$ cat config.mk
export PLATFORM = sky130hd
export DESIGN_NAME = cdb_arbiter
export DESIGN_NICKNAME = d
export VERILOG_FILES = /design/src/rtl/cdb_pkg.sv /design/src/rtl/rr_arbiter.sv /design/src/rtl/cdb_arbiter.sv
export SDC_FILE = /design/constraint.sdc
export NUM_CORES = 1
export LEC_CHECK = 0
export CORE_ASPECT_RATIO = 0.8
export CORE_MARGIN = 2
export CORE_UTILIZATION = 42
export CTS_BUF_LIST = sky130_fd_sc_hd__clkbuf_8 sky130_fd_sc_hd__clkbuf_16
export DETAILED_ROUTE_END_ITERATION = 16
export HOLD_SLACK_MARGIN = 0.12
export PLACE_DENSITY = 0.91
export SYNTH_ARGS = -nofsm -noshare
export SYNTH_HDL_FRONTEND = slang
export SYNTH_SLANG_ARGS = --single-unit
export TNS_END_PERCENT = 10
$ cat constraint.sdc
create_clock -name i_clk -period 3.3 [get_ports i_clk]
set_clock_uncertainty 0.1 [all_clocks]
set_input_delay 0.33 -clock i_clk [delete_from_list [all_inputs] [get_ports i_clk]]
set_output_delay 0.33 -clock i_clk [all_outputs]
set_load 0.05 [all_outputs]
$ cat src/rtl/cdb_pkg.sv
// Shared types and constants for the Common Data Bus arbiter and its requesters.
package cdb_pkg;

   localparam int DATA_W_DEF = 16;
   localparam int TAG_W_DEF  = 3;

   localparam logic [3:0] OP_ADD = 4'b0000;
   localparam logic [3:0] OP_SUB = 4'b0001;
   localparam logic [3:0] OP_LD  = 4'b0010;
   localparam logic [3:0] OP_SD  = 4'b0011;

   typedef enum logic {
      ST_IDLE  = 1'b0,
      ST_BCAST = 1'b1
   } cdb_state_t;

   typedef struct packed {
      logic                  valid;
      logic                  we;
      logic [TAG_W_DEF-1:0]  tag;
      logic [DATA_W_DEF-1:0] data;
   } cdb_bus_t;

   // Requester-side decode: only a store completes without a register write.
   function automatic logic op_writes_rf(input logic [3:0] op);
      return op != OP_SD;
   endfunction

endpackage

$ cat src/rtl/rr_arbiter.sv
// One-hot grant picker with round-robin pointer.
// Define CDB_FIXED_PRIO_EN for fixed lowest-index-wins priority (no pointer).
module rr_arbiter #(
   parameter int N_REQ = 4,
   parameter int SRC_W = (N_REQ > 1) ? $clog2(N_REQ) : 1
) (
   input  logic             i_clk,
   input  logic             i_rst_n,
   input  logic [N_REQ-1:0] i_elig,
   input  logic             i_advance,
   output logic [N_REQ-1:0] o_gnt,
   output logic [SRC_W-1:0] o_idx,
   output logic             o_any
);

   logic [N_REQ-1:0] w_gnt;
   logic [SRC_W-1:0] w_idx;
   logic             w_any;

`ifdef CDB_FIXED_PRIO_EN
   logic w_unused;
   assign w_unused = ^{i_clk, i_rst_n, i_advance};

   always_comb begin
      w_gnt = '0;
      w_idx = '0;
      w_any = 1'b0;
      for (int unsigned i = 0; i < N_REQ; i++) begin
         if (!w_any && i_elig[SRC_W'(i)]) begin
            w_any              = 1'b1;
            w_idx              = SRC_W'(i);
            w_gnt[SRC_W'(i)]   = 1'b1;
         end
      end
   end
`else
   logic [SRC_W-1:0] r_ptr;
   logic [SRC_W:0]   w_sum;
   logic [SRC_W-1:0] w_k;

   // Scan from the pointer, wrapping the index without a modulo operator.
   always_comb begin
      w_gnt = '0;
      w_idx = '0;
      w_any = 1'b0;
      w_sum = '0;
      w_k   = '0;
      for (int unsigned i = 0; i < N_REQ; i++) begin
         w_sum = {1'b0, r_ptr} + (SRC_W+1)'(i);
         if (w_sum >= (SRC_W+1)'(N_REQ))
            w_sum = w_sum - (SRC_W+1)'(N_REQ);
         w_k = w_sum[SRC_W-1:0];
         if (!w_any && i_elig[w_k]) begin
            w_any       = 1'b1;
            w_idx       = w_k;
            w_gnt[w_k]  = 1'b1;
         end
      end
   end

   always_ff @(posedge i_clk or negedge i_rst_n) begin
      if (!i_rst_n)
         r_ptr <= '0;
      else if (i_advance)
         r_ptr <= (w_idx == SRC_W'(N_REQ-1)) ? '0 : w_idx + SRC_W'(1);
   end
`endif

   assign o_gnt = w_gnt;
   assign o_idx = w_idx;
   assign o_any = w_any;

endmodule

$ cat src/rtl/cdb_arbiter.sv
// Common Data Bus arbiter: registers one winning requester per cycle onto the bus.
// Optional macro CDB_FIXED_PRIO_EN selects fixed priority instead of round-robin.
module cdb_arbiter
   import cdb_pkg::*;
#(
   parameter int N_REQ  = 4,
   parameter int DATA_W = DATA_W_DEF,
   parameter int TAG_W  = TAG_W_DEF,
   parameter int CNT_W  = 16
) (
   input  logic                                      i_clk,
   input  logic                                      i_rst_n,
   input  logic [N_REQ-1:0]                          i_req,
   input  logic [N_REQ-1:0]                          i_req_we,
   input  logic [N_REQ*TAG_W-1:0]                    i_req_tag,
   input  logic [N_REQ*DATA_W-1:0]                   i_req_data,
   input  logic                                      i_cdb_stall,
   output logic [N_REQ-1:0]                          o_ack,
   output logic                                      o_cdb_valid,
   output logic                                      o_cdb_we,
   output logic [TAG_W-1:0]                          o_cdb_tag,
   output logic [DATA_W-1:0]                         o_cdb_data,
   output logic [((N_REQ > 1) ? $clog2(N_REQ) : 1)-1:0] o_cdb_src,
   output logic [CNT_W-1:0]                          o_cdb_count
);

   localparam int SRC_W = (N_REQ > 1) ? $clog2(N_REQ) : 1;

   cdb_state_t        r_state, w_state_nxt;
   logic [N_REQ-1:0]  r_ack;
   logic [N_REQ-1:0]  w_elig;
   logic [N_REQ-1:0]  w_gnt;
   logic [SRC_W-1:0]  w_idx;
   logic              w_any;
   logic              w_advance;
   logic [SRC_W-1:0]  r_src;
   logic              r_we;
   logic [TAG_W-1:0]  r_tag;
   logic [DATA_W-1:0] r_data;
   logic [CNT_W-1:0]  r_cnt;

   // The acked requester is still holding req this cycle; masking it prevents a re-grant.
   assign w_elig    = i_req & ~r_ack;
   assign w_advance = ~i_cdb_stall & w_any;

   rr_arbiter #(
      .N_REQ (N_REQ),
      .SRC_W (SRC_W)
   ) u_arb (
      .i_clk     (i_clk),
      .i_rst_n   (i_rst_n),
      .i_elig    (w_elig),
      .i_advance (w_advance),
      .o_gnt     (w_gnt),
      .o_idx     (w_idx),
      .o_any     (w_any)
   );

   always_ff @(posedge i_clk or negedge i_rst_n) begin
      if (!i_rst_n)
         r_state <= ST_IDLE;
      else
         r_state <= w_state_nxt;
   end

   always_comb begin
      w_state_nxt = r_state;
      if (!i_cdb_stall)
         w_state_nxt = w_any ? ST_BCAST : ST_IDLE;
   end

   always_ff @(posedge i_clk or negedge i_rst_n) begin
      if (!i_rst_n) begin
         r_ack  <= '0;
         r_src  <= '0;
         r_we   <= 1'b0;
         r_tag  <= '0;
         r_data <= '0;
         r_cnt  <= '0;
      end else if (!i_cdb_stall) begin
         r_ack <= w_gnt;
         if (r_state == ST_BCAST)
            r_cnt <= r_cnt + CNT_W'(1);
         if (w_any) begin
            r_src  <= w_idx;
            r_we   <= i_req_we[w_idx];
            r_tag  <= i_req_tag[w_idx*TAG_W +: TAG_W];
            r_data <= i_req_data[w_idx*DATA_W +: DATA_W];
         end
      end
   end

   assign o_ack       = r_ack;
   assign o_cdb_valid = (r_state == ST_BCAST);
   assign o_cdb_we    = (r_state == ST_BCAST) & r_we;
   assign o_cdb_tag   = r_tag;
   assign o_cdb_data  = r_data;
   assign o_cdb_src   = r_src;
   assign o_cdb_count = r_cnt;

endmodule

==> results.yml <==
outcome:
  status: "complete, no violations"
yosys:
  synthesis.area_um2: 2930
  yosys_warnings: 0
  async_flop_share: 1.00
  synth_most_common_cell: "dfrtp_1"
  syn_nets: 389
  ys_top_cells_by_area: "dfrtp_1 38%, mux2i_1 15%, a221o_1 6.8%"
  syn_area_per_cell_um2: 10.0
  synthTopCellsByCount: "45 x dfrtp_1, 43 x mux2i_1, 25 x nor2_1"
  ys_ff_latch: 45
  synth_edf_count: 0
  netlist_instances: 292
  ys_seq_area_frac: 0.385
  synth_ff_type: "dfrtp_1"
  synth_top_area_share: 0.385
  ys_types: 43
  synth_area_leader_cell: "dfrtp_1"
global_route:
  grt_pass1_vias: 2598
  grt_max_degree: 46
  grt.met3_usage: 0.0632
  antenna_found_initial: 0
  grtUsageTotal: 0.193
  grt-ovfl-total: 0
  top_usage_layer: "met2"
  met2_usage: 0.341
  use_met1: 0.231
  grt_pass1_wl_mm: 12.2
placed_design:
  post-place-ws_ns: 0.339
  gp_congestion: 0.938
  placedCellCount: 497
  port_buffers: 129
  dp_hpwl_mm: 5.99
detailed_routing:
  drtIter0Drc: 236
  drc: 0
  drtAntennaViolNets: 0
  dr_total_vias: 2757
  firstDrtPassIters: 4
  drt-total-wl_mm: 7.71
  routed_via_density: 5.46
  wl_per_cell_um: 15.3
timing:
  max_slew_margin: 0.354
  max_freq_mhz: 359
  rsz0062_at_grt: "false"
  fin_ws_ns: 0.513
  setup_viol: 0
  tns_ns: 0
  min_period_ns: 2.79
  tightest_slew_ns: 0.969
  period_share: 0.844
  finalMaxSlewViolations: 0
  final_hold_viol_count: 0
  hold_ws_ns: 0.0822
hold_path:
  hp-class: "input port to asynchronous set/reset pin"
pwr:
  ir_drop_mv: 0.497
  power.total_mw: 4.46
  power_density_nw_per_um2: 1010
  p_leak_nw: 1.84
clock_network:
  holdBufCountCts: 0
  ctsLongestPathBuffers: 2
  cts_tree: "built"
  cts_resized: 0
  cts_sinks: 45
  cts_made_buffers: 5
  htreeDepth: 2
  cts_setup_buffers: 0
  clk_pin_slew_worst_paths_ns: 0.10
  cts-root-buf: "clkbuf_8"
  insertion_delay_ns: 0.30
layout:
  stdcell_count: 505
  antenna_cells: 0
  layout.nets: 514
  drive_gt1_frac: 0.0766
  syn_to_final_growth_pct: 51.4
  fillCellCount: 544
floorplanning:
  rows: 27
  num_io_pins: 130
  die_area_um2: 7650
  die_width_um: 97.3
  start_util: 0.429
  coreArea_um2: 6820
  die_h_um: 78.6
critical_path:
  ff2ff_path_depth: 9
  worstSetupPathType: "register to register"
  r2r_start: "u_arb.r_ptr[1]$_DFFE_PN0P_"
  critical_path_arrival_ns: 2.87
  worst-r2r-setup-slack_ns: 0.51
  start_kind: "register"
  r2r-end: "o_cdb_tag[2]$_DFFE_PN0P_"
  crit_fanout: 17
  worstSetupEndpointType: "register"
  crit_required_ns: 3.38
job:
  cap_violations: 0
-- worst max path at each step --
| stage | end | startpoint |
|---|---|---|
| 2_1_floorplan | u_arb.r_ptr[1]$_DFFE_PN0P_ | u_arb.r_ptr[1]$_DFFE_PN0P_ |
| 3_3_place_gp | o_cdb_data[13]$_DFFE_PN0P_ | i_req[0] |
| 3_5_place_dp | o_cdb_data[12]$_DFFE_PN0P_ | i_req[0] |
| 4_1_cts | o_cdb_data[12]$_DFFE_PN0P_ | u_arb.r_ptr[1]$_DFFE_PN0P_ |
| 5_1_grt | o_cdb_data[12]$_DFFE_PN0P_ | u_arb.r_ptr[1]$_DFFE_PN0P_ |
| 6_report | o_cdb_tag[2]$_DFFE_PN0P_ | u_arb.r_ptr[1]$_DFFE_PN0P_ |
-- layout make-up --
class                           instances  area, µm²  share of cell area
Inverter                               12       45.0              0.0102
Multi-Input combinational cell        216       1640               0.370
Timing Repair Buffer                  137       1370               0.310
Sequential cell                        45       1130               0.254
Tap cell                               87        109              0.0246
Clock inverter                          3       68.8              0.0155
Clock buffer                            5       68.8              0.0155
-- cells by family (layout without fill, tap and decap cells) --
family / Yosys count / count (layout) / share of synthesized area
XOR/XNOR: 15 / 15 / 0.0449
buffers and inverters: 31 / 157 / 0.0556
flip-flops: 45 / 45 / 0.385
AO/OA/AOI/OAI: 43 / 43 / 0.129
adder cells (fa/ha/maj): 10 / 10 / 0.0428
multiplexers: 48 / 48 / 0.170
AND/OR/NAND/NOR: 100 / 100 / 0.173
-- cells in the final DEF, fill, tap and decap left out, types with 5 or more instances in the layout --
cell	n
dfrtp_1	45
buf_4	6
xnor2_1	11
clkbuf_8	5
mux2i_1	43
a21oi_1	5
ha_1	10
nor2_1	25
inv_1	9
clkdlybuf4s50_1	128
nand3_1	6
a221o_1	20
nand2_1	20
nor3_1	24
-- worst max-delay path, stage by stage (launching register included) --
cell and delay (ns):
dfrtp_1 0.39, inv_2 0.16, ha_1 0.32, inv_1 0.13, mux4_2 0.40, a21o_1 0.22
o21ai_4 0.30, buf_4 0.28, nor3_1 0.09, a221o_1 0.28
-- sequential cells by signal, indices dropped and copies added, names as in the netlist --
signal       cells
o_cdb_src        2
o_cdb_tag        3
o_cdb_data      16
r_we             1
u_arb.r_ptr      2
o_cdb_valid      1
o_ack            4
o_cdb_count     16
-- where the power goes --
part | internal, mW | switching (mW) | total, mW
clock | 0.305 | 0.193 | 0.498
combinational | 1.21 | 1.81 | 3.02
sequential | 0.769 | 0.176 | 0.945
-- routing by layer --
layer / vias to the layer above / wire (µm)
met4: 0 / 100
met3: 11 / 586
met5: - / 0
met1: 1321 / 3150
met2: 104 / 3870
li1: 1321 / -
-- metrics by stage --
stage	utilization	cell area, µm²
finish	0.649	4430
global route	0.649	4430
CTS	0.649	4430
detailed placement	0.629	4290
global placement	0.629	4290
floorplan	-	2930
No activity file was read; power rests on OpenSTA's default activity.
